**src/rtl/solver_pkg.sv**
```systemverilog
// Shared types, response-word layout and BCD helpers for the bulls-and-cows guesser.
package solver_pkg;

  localparam int MAX_HIST_DEF = 10;
  localparam int A_MSB = 15;
  localparam int B_MSB = 7;
  localparam logic [3:0] MARK_A = 4'hA;
  localparam logic [3:0] MARK_B = 4'hB;

  typedef logic [3:0] bcd_t;

  typedef enum logic [2:0] {
    ST_IDLE   = 3'd0,
    ST_SCAN   = 3'd1,
    ST_OFFER  = 3'd2,
    ST_WAIT   = 3'd3,
    ST_SOLVED = 3'd4,
    ST_FAIL   = 3'd5
  } state_t;

  // Returns {carry_out, value+1}; carry_out set when 9999 wraps to 0000.
  function automatic logic [16:0] bcd_inc(input logic [15:0] v);
    logic [15:0] r;
    logic        c;
    bcd_t        dig;
    r = v;
    c = 1'b1;
    for (int d = 0; d < 4; d++) begin
      dig = v[4*d +: 4];
      if (!c) begin
        r[4*d +: 4] = dig;
      end else if (dig == 4'd9) begin
        r[4*d +: 4] = 4'd0;
      end else begin
        r[4*d +: 4] = dig + 4'd1;
        c = 1'b0;
      end
    end
    return {c, r};
  endfunction

  function automatic logic has_repeat(input logic [15:0] v);
    logic rep;
    rep = 1'b0;
    for (int i = 0; i < 4; i++) begin
      for (int j = i + 1; j < 4; j++) begin
        rep = rep | (v[4*i +: 4] == v[4*j +: 4]);
      end
    end
    return rep;
  endfunction

endpackage

```
**src/rtl/score_1a2b.sv**
```systemverilog
// Combinational 1A2B scorer: A = positional matches, B = value matches among the non-bull digits.
module score_1a2b
  import solver_pkg::*;
(
  input  logic [15:0] i_guess,
  input  logic [15:0] i_cand,
  output logic [2:0]  o_a,
  output logic [2:0]  o_b
);

  logic [3:0] w_bull;
  logic [2:0] w_cg;
  logic [2:0] w_cc;
  bcd_t       w_gd;
  bcd_t       w_cd;

  // Bull mask first, then per-value min of leftover digit counts.
  always_comb begin
    o_a    = 3'd0;
    o_b    = 3'd0;
    w_bull = 4'd0;
    w_cg   = 3'd0;
    w_cc   = 3'd0;
    w_gd   = 4'd0;
    w_cd   = 4'd0;
    for (int d = 0; d < 4; d++) begin
      w_bull[d] = (i_guess[4*d +: 4] == i_cand[4*d +: 4]);
      o_a       = o_a + {2'b00, w_bull[d]};
    end
    for (int v = 0; v < 10; v++) begin
      w_cg = 3'd0;
      w_cc = 3'd0;
      for (int d = 0; d < 4; d++) begin
        w_gd = i_guess[4*d +: 4];
        w_cd = i_cand[4*d +: 4];
        if (!w_bull[d] && (w_gd == 4'(v))) w_cg = w_cg + 3'd1;
        else                               w_cg = w_cg;
        if (!w_bull[d] && (w_cd == 4'(v))) w_cc = w_cc + 3'd1;
        else                               w_cc = w_cc;
      end
      o_b = o_b + ((w_cg < w_cc) ? w_cg : w_cc);
    end
  end

endmodule

```
**src/rtl/bulls_cows_solver.sv**
```systemverilog
// Automatic 1A2B guesser: scans BCD candidates against the response history.
// Optional build macro SOLVER_DISTINCT_EN restricts candidates to four distinct digits.
module bulls_cows_solver
  import solver_pkg::*;
#(
  parameter int MAX_HIST = MAX_HIST_DEF
) (
  input  logic        i_clk,
  input  logic        i_rst,
  input  logic        i_start,
  output logic        o_guess_valid,
  input  logic        i_guess_ready,
  output logic [15:0] o_guess,
  input  logic        i_resp_valid,
  input  logic [15:0] i_resp,
  output logic        o_busy,
  output logic        o_solved,
  output logic        o_fail,
  output logic [3:0]  o_guess_count
);

  localparam int IW = $clog2(MAX_HIST + 1);

  state_t          r_state;
  logic [15:0]     r_cand;
  logic [IW-1:0]   r_idx;
  logic [IW-1:0]   r_hist_cnt;
  logic [15:0]     r_hist_g [MAX_HIST];
  logic [2:0]      r_hist_a [MAX_HIST];
  logic [2:0]      r_hist_b [MAX_HIST];
  logic [15:0]     r_guess;
  logic            r_guess_valid;
  logic            r_busy;
  logic            r_solved;
  logic            r_fail;
  logic [3:0]      r_guess_cnt;

  logic [2:0]      w_a;
  logic [2:0]      w_b;
  logic            w_match;
  logic            w_reject;
  logic            w_dup;
  logic [16:0]     w_cand_inc;
  logic [16:0]     w_guess_inc;
  bcd_t            w_resp_a;
  bcd_t            w_resp_b;
  logic [4:0]      w_sum;
  logic            w_push;

  score_1a2b u_score (
    .i_guess (r_hist_g[r_idx]),
    .i_cand  (r_cand),
    .o_a     (w_a),
    .o_b     (w_b)
  );

`ifdef SOLVER_DISTINCT_EN
  assign w_dup = has_repeat(r_cand);
`else
  assign w_dup = 1'b0;
`endif

  // Candidate verdict and response decode.
  always_comb begin
    w_match     = (w_a == r_hist_a[r_idx]) && (w_b == r_hist_b[r_idx]);
    w_reject    = w_dup || ((r_hist_cnt != '0) && !w_match);
    w_cand_inc  = bcd_inc(r_cand);
    w_guess_inc = bcd_inc(r_guess);
    w_resp_a    = i_resp[A_MSB -: 4];
    w_resp_b    = i_resp[B_MSB -: 4];
    w_sum       = {1'b0, w_resp_a} + {1'b0, w_resp_b};
    if ((r_state == ST_WAIT) && i_resp_valid && (w_sum <= 5'd4) && (w_resp_a != 4'd4)) begin
      w_push = 1'b1;
    end else begin
      w_push = 1'b0;
    end
  end

  // History storage; validity is tracked by r_hist_cnt, so entries need no reset.
  always_ff @(posedge i_clk) begin
    if (w_push) begin
      r_hist_g[r_hist_cnt[IW-1:0]] <= r_guess;
      r_hist_a[r_hist_cnt[IW-1:0]] <= w_resp_a[2:0];
      r_hist_b[r_hist_cnt[IW-1:0]] <= w_resp_b[2:0];
    end
  end

  // Main control FSM with registered outputs.
  always_ff @(posedge i_clk) begin
    if (i_rst) begin
      r_state       <= ST_IDLE;
      r_cand        <= 16'h0000;
      r_idx         <= '0;
      r_hist_cnt    <= '0;
      r_guess       <= 16'h0000;
      r_guess_valid <= 1'b0;
      r_busy        <= 1'b0;
      r_solved      <= 1'b0;
      r_fail        <= 1'b0;
      r_guess_cnt   <= 4'd0;
    end else begin
      case (r_state)
        ST_IDLE, ST_SOLVED, ST_FAIL: begin
          if (i_start) begin
            r_state     <= ST_SCAN;
            r_hist_cnt  <= '0;
            r_guess_cnt <= 4'd0;
            r_solved    <= 1'b0;
            r_fail      <= 1'b0;
            r_cand      <= 16'h0000;
            r_idx       <= '0;
            r_busy      <= 1'b1;
          end
        end
        ST_SCAN: begin
          if (w_reject) begin
            if (w_cand_inc[16]) begin
              r_state <= ST_FAIL;
              r_fail  <= 1'b1;
              r_busy  <= 1'b0;
            end else begin
              r_cand <= w_cand_inc[15:0];
              r_idx  <= '0;
            end
          end else if ((r_hist_cnt == '0) || (r_idx == r_hist_cnt - IW'(1))) begin
            r_guess       <= r_cand;
            r_guess_valid <= 1'b1;
            r_state       <= ST_OFFER;
          end else begin
            r_idx <= r_idx + IW'(1);
          end
        end
        ST_OFFER: begin
          if (i_guess_ready) begin
            r_guess_cnt   <= r_guess_cnt + 4'd1;
            r_guess_valid <= 1'b0;
            r_state       <= ST_WAIT;
          end
        end
        ST_WAIT: begin
          if (i_resp_valid) begin
            if (w_sum > 5'd4) begin
              r_state <= ST_FAIL;
              r_fail  <= 1'b1;
              r_busy  <= 1'b0;
            end else if (w_resp_a == 4'd4) begin
              r_state  <= ST_SOLVED;
              r_solved <= 1'b1;
              r_busy   <= 1'b0;
            end else begin
              r_hist_cnt <= r_hist_cnt + IW'(1);
              // Full history or exhausted candidate range both end the game.
              if ((r_hist_cnt == IW'(MAX_HIST - 1)) || w_guess_inc[16]) begin
                r_state <= ST_FAIL;
                r_fail  <= 1'b1;
                r_busy  <= 1'b0;
              end else begin
                r_cand  <= w_guess_inc[15:0];
                r_idx   <= '0;
                r_state <= ST_SCAN;
              end
            end
          end
        end
        default: begin
          r_state       <= ST_IDLE;
          r_guess_valid <= 1'b0;
          r_busy        <= 1'b0;
        end
      endcase
    end
  end

  assign o_guess_valid = r_guess_valid;
  assign o_guess       = r_guess;
  assign o_busy        = r_busy;
  assign o_solved      = r_solved;
  assign o_fail        = r_fail;
  assign o_guess_count = r_guess_cnt;

endmodule

```
**config.mk**
```make
export PLATFORM = sky130hd
export DESIGN_NAME = bulls_cows_solver
export DESIGN_NICKNAME = d
export VERILOG_FILES = /design/src/rtl/solver_pkg.sv /design/src/rtl/score_1a2b.sv /design/src/rtl/bulls_cows_solver.sv
export SDC_FILE = /design/constraint.sdc
export NUM_CORES = 1
export LEC_CHECK = 0
export CAP_MARGIN = 20
export CORE_MARGIN = 3
export CORE_UTILIZATION = 55
export CTS_CLUSTER_DIAMETER = 50
export DETAILED_ROUTE_END_ITERATION = 7
export PLACE_DENSITY = 0.68
export SLEW_MARGIN = 10
export SYNTH_ARGS = -nofsm -noshare
export SYNTH_HDL_FRONTEND = slang
export SYNTH_SLANG_ARGS = --single-unit
```
**constraint.sdc**
```tcl
create_clock -name i_clk -period 16.7 [get_ports i_clk]
set_input_delay 1.67 -clock i_clk [delete_from_list [all_inputs] [get_ports i_clk]]
set_output_delay 1.67 -clock i_clk [all_outputs]
set_load 0.005 [all_outputs]
```
=== After elaboration in Yosys (flattened, before gate mapping) ===
Memory sizes are Yosys's and may differ from the RTL's. A register that Yosys moved wholly into a read port is not among the register bits.
Cells that the tools add are included.

* Bits in registers: 51
* Memory bits (writable): 220
* Input port bits: 21
* Output and inout bits: 24
* Word-level logic and storage cells: 534
* Memories kept: 3

{| class="wikitable"
|+ Memories
! memory !! depth !! width !! rd ports !! clocked after Yosys merged registers in !! write ports !! line !! RTL
|-
| r_hist_g || 10 || 16 || 1 || 1 || 1 || bulls_cows_solver.sv:28 || <nowiki>logic [15:0] r_hist_g [MAX_HIST];</nowiki>
|-
| r_hist_a || 10 || 3 || 1 || 1 || 1 || bulls_cows_solver.sv:29 || <nowiki>logic [2:0] r_hist_a [MAX_HIST];</nowiki>
|-
| r_hist_b || 10 || 3 || 1 || 1 || 1 || bulls_cows_solver.sv:30 || <nowiki>logic [2:0] r_hist_b [MAX_HIST];</nowiki>
|}

* Add/sub/neg operators: 85
* Magnitude comparators: 12
* Eq/ne operators: 113
* Mux-type cells: 184
* Bitwise logic cells: 3
* Reduce and logical (&&, ||, !) cells: 121

{| class="wikitable"
|+ Operators with widths
! kind !! number
|-
| 3-bit 2-to-1 mux || 79
|-
| 4-bit by 3-bit equality test with 1-bit output (second input constant) || 33
|-
| 4-bit 2-to-1 mux || 32
|-
| 3-bit by 1-bit adder with 3-bit output (second input constant) || 40
|-
| 16-bit 2-to-1 mux || 7
|-
| 1-bit logical AND || 85
|-
| 4-bit equality test (second input constant) || 21
|-
| 4-bit by 2-bit equality test with 1-bit output (second input constant) || 16
|-
| 1-bit 2-to-1 mux || 57
|-
| 16-bit case mux with 3 select lines || 1
|-
| 4-bit by 1-bit adder with 4-bit output (second input constant) || 11
|-
| 1-bit by 1-bit adder with 2-bit output (second input constant) || 20
|-
| 4-bit logical NOT || 9
|-
| 4-bit by 1-bit equality test with 1-bit output (second input constant) || 8
|-
| 3-bit < comparator || 10
|-
| 2-bit != test (second input constant) || 14
|-
| 3-bit adder || 9
|-
| 9-bit AND reduction || 3
|-
| 4-bit equality test || 5
|-
| 4-bit case mux with 2 select lines || 2
|-
| 8-bit AND reduction || 2
|-
| 3-bit != test (second input constant) || 5
|-
| 5-bit AND reduction || 3
|-
| 3-bit case mux with 4 select lines || 1
|-
| other kinds (31) || 45
|}

=== Logic depth before layout (Yosys ltp) ===
* Depth after elaboration: 29
* Depth in mapped cells: 46
* Mapped depth without buffers: 39

=== Cells and area by module ===
From an unflattened synthesis, not the netlist that was laid out.

* Cells, all modules: 1572
* Area total of the unflattened synthesis: 17795.8 sq um

{| class="wikitable"
|+ Modules (own cells, without submodules)
! module !! times used !! cells an instance !! area an instance (sq um) !! seq. area each (sq um)
|-
| bulls_cows_solver || 1 || 868 || 12179.2 || 7707.4
|-
| score_1a2b || 1 || 704 || 5616.6 || 0.0
|}

=== Worst setup path before layout ===
No wires, ideal clock.

* Kind: register to register
* Start point: register (tool-made name)
* End point: register r_guess[9], in the netlist o_guess[9]
* Setup time: 0.128 ns
* Arrival time: 9.655 ns
* Data required time: 16.572 ns
* Setup slack: 6.918 ns
* Cell stages (with the launch flop): 45
* Buffers on the path: 8
* Period minus slack after synthesis: 9.782 ns
* Path through: dfxtp_1 buf_6 buf_12 buf_12 buf_12 buf_8 mux4_2 nor2b_1 a211oi_1 a21oi_2 xnor2_1 nand4_1 inv_2 or3_1 clkbuf_1 nor2_1 ha_1 inv_1 [... 9 more ...] mux2i_1 fa_1 fa_1 fa_1 fa_1 fa_1 xor2_1 xnor2_1 xnor3_1 xnor2_1 xnor2_1 a21oi_4 and3_4 a211oi_2 buf_6 buf_12 mux2i_1 nor2_1

{| class="wikitable"
|+ RTL lines
! item !! line !! RTL
|-
| to (signal assigned) || bulls_cows_solver.sv:126 || <nowiki>r_guess <= r_cand;</nowiki>
|-
| to (decl) || bulls_cows_solver.sv:31 || <nowiki>logic [15:0] r_guess;</nowiki>
|}

==> impl_metrics.yaml <==
clock_network:
  ctsResizeCount: 0
  hold_buffers: 0
  clockRootBuffer: "clkbuf_16"
  cts_tree: "yes"
  cts_buffers: 31
  cts.sinks: 275
  clockBufferDepth: 3
  postCtsSetupBuffers: 0
  htreeDepth: 1
  insertion_delay_ps: 580
  cts.clk_slew.worst_paths_ps: 60
timing:
  fin_skew_ps: 17.7
  fmax_mhz: 85.0
  worst_pin_slew_ps: 1080
  finalSetupViolCount: 0
  setup_tns_ps: 0
  rsz0062_at_grt: "false"
  max_slew_margin_pct: 28.2
  hold_slack_ps: 475
  final_min_period_over_clock_period_pct: 70.5
  fin_crit_ps: 11770
  hold_viol: 0
  final_max_slew_viol_count: 0
placement:
  gp_congestion: 0.889
  place.port_buffers: 36
  dp_hpwl_mm: 30.6
cells_and_area:
  layout-drive-gt1-share_pct: 11.0
  layout.nets: 1769
  insertedDiodeCount: 0
  fillers: 2519
  area_delta_synth_final_pct: 9.14
worst_setup_path:
  critPathMaxFanout: 50
  r2r_setup_slack_ps: 4930
  critPathRequiredTime_ps: 17130
  critPathKind: "flip-flop to flip-flop"
  critPathCaptureType: "flip-flop"
  worst_ep_arrival_time_ps: 12200
  worst_path_largest_cell_delay_ps: 930
  cp-start-kind: "flip-flop"
  critPathSlowestCell: "dfxtp_4"
drt:
  drc: 0
  avgRoutedWirePerCell_um: 20.9
  antenna_left: 0
  drt-total-wl_mm: 42.7
  drt-initial-drc-count: 997
  viasPerCell: 6.00
  vias: 12300
  drt-pass1-iter-count: 5
yosys:
  synth_commonest_cells: "edfxtp_1, nor2_1, nand2_1, inv_1, ha_1"
  synthArstFlopShare_pct: 0
  syn-mean-instance-area_um2: 11.0
  ys_types: 102
  synth.ff_latch_count: 275
  synth_area_leaders: "edfxtp_1, ha_1, dfxtp_1, mux2i_1, xnor2_1"
  synth_ff_type: "edfxtp_1"
  synth_top_cell_by_area: "edfxtp_1"
  ys_seq_area_share_pct: 43.7
  synthCells: 1603
  synth_top_area_share_pct: 37.5
  syn_area_mm2: 0.0176
  synth_edf_count: 220
  synth_most_common_cell: "edfxtp_1"
  synthesis.nets: 1743
  yosysWarnings: 0
outcome:
  status: "finished clean"
global_routing:
  grt_pass1_wl_mm: 67.1
  antenna_found_initial: 0
  grt_pass1_vias: 11900
  grt_max_degree: 51
  grt_overflow_total: 0
  grt_usage_pct: 25.2
die:
  die_area_mm2: 0.0342
  core.rowCount: 64
  io_pins: 45
  initial_core_util_pct: 56.7
  core_area_mm2: 0.0311
  fp.dieW_um: 185
  die_y_um: 185
power_and_ir_drop:
  leakage_nw: 7.03
  power_density_mw_per_mm2: 125
  peakVddDrop_mv: 0.0982
run:
  cap_violations: 0
min_path:
  hold_path_class: "flip-flop to flip-flop"
## registers in the layout, indices dropped and copies added, names as in the netlist, 4 cells and up, named ones only
| name | cells |
|---|---|
| r_hist_g | 160 |
| r_hist_a | 30 |
| r_hist_b | 30 |
| o_guess | 16 |
| r_cand | 16 |
| o_guess_count | 4 |
| r_hist_cnt | 4 |
| r_idx | 4 |
## cells in the final DEF (no fill, tap or decap), types with 7 or more instances in the layout
cell type and instances:
a31oi_1 9, o31ai_1 14, and2_1 21, or3_1 16
xnor2_1 76, nor3b_1 7, or2_2 9, and3_1 17
o22ai_1 12, clkdlybuf4s50_1 35, nor3_2 8, a22o_1 9
buf_4 22, a211oi_1 10, fa_1 13, edfxtp_1 220
mux4_2 21, a22oi_1 10, a21oi_1 68, ha_1 106
nand2_1 109, mux2_1 7, nand2b_1 32, xor2_1 39
dfxtp_1 53, nor2_1 139, inv_1 107, nand3_1 35
nor2b_1 29, a21o_1 8, mux2_2 22, o21ai_0 45
nand4_1 15, clkbuf_16 31, nor3_1 24, mux2i_1 85
## worst max-delay path: cells and delay by family (launching register included)
kind	cells	cell delay [ps]
multiplexers	4	1230
flip-flops	1	930
AND/OR/NAND/NOR	9	1700
adder cells (fa/ha/maj)	8	3400
XOR/XNOR	7	1660
AO/OA/AOI/OAI	6	2110
buffers and inverters	3	550
## power by group
| group | total, mW | switching (mW) | internal, mW |
|---|---|---|---|
| combinational | 0.913 | 0.534 | 0.380 |
| clock | 0.667 | 0.277 | 0.390 |
| sequential | 0.829 | 0.0664 | 0.763 |
## layer usage
| layer | track usage, % | vias up | wire, um |
|---|---|---|---|
| li1 | - | 5885 | - |
| met1 | 36.4 | 5997 | 19500 |
| met2 | 40.9 | 360 | 19800 |
| met3 | 3.83 | 47 | 2550 |
| met4 | 5.01 | 0 | 791 |
| met5 | 0 | - | 0 |
## metrics by stage
step	power [mW]	util, %	area [um2]	setup slack (ps)	instances
detailed placement	1.75	58.7	18200	4940	1992
global placement	1.73	58.7	18200	5090	1992
floorplan	1.53	-	17600	6920	1603
global route	2.55	61.9	19200	4250	2049
CTS	2.42	61.9	19200	4900	2049
finish	2.41	61.9	19200	4930	2049
## final timing paths
path	startpoint	to	depth (start not counted)
worst max register to register	flip-flop	o_guess[7]	37
worst min-delay path	o_busy	o_busy	2
worst min register to register	o_busy	o_busy	2
worst max-delay path	flip-flop	o_guess[7]	37
## cells by family after synthesis
kind of cell    share of synthesized area (%)
flops                                    43.7
buf+inv                                  4.82
mux                                      9.96
simple gates                             15.0
compound gates                           10.5
xor+xnor                                 7.00
fa+ha+maj                                9.05
## layout make-up
class                           instances  area, um2  share of cell area, %
Clock buffer                           36        795                   4.13
Inverter                              109        409                   2.13
Tap cell                              396        495                   2.57
Sequential cell                       275       7710                   40.1
Clock inverter                         21        215                   1.12
Multi-Input combinational cell       1154       9100                   47.3
Timing Repair Buffer                   58        520                   2.70
(Power assumes the default switching activity.)
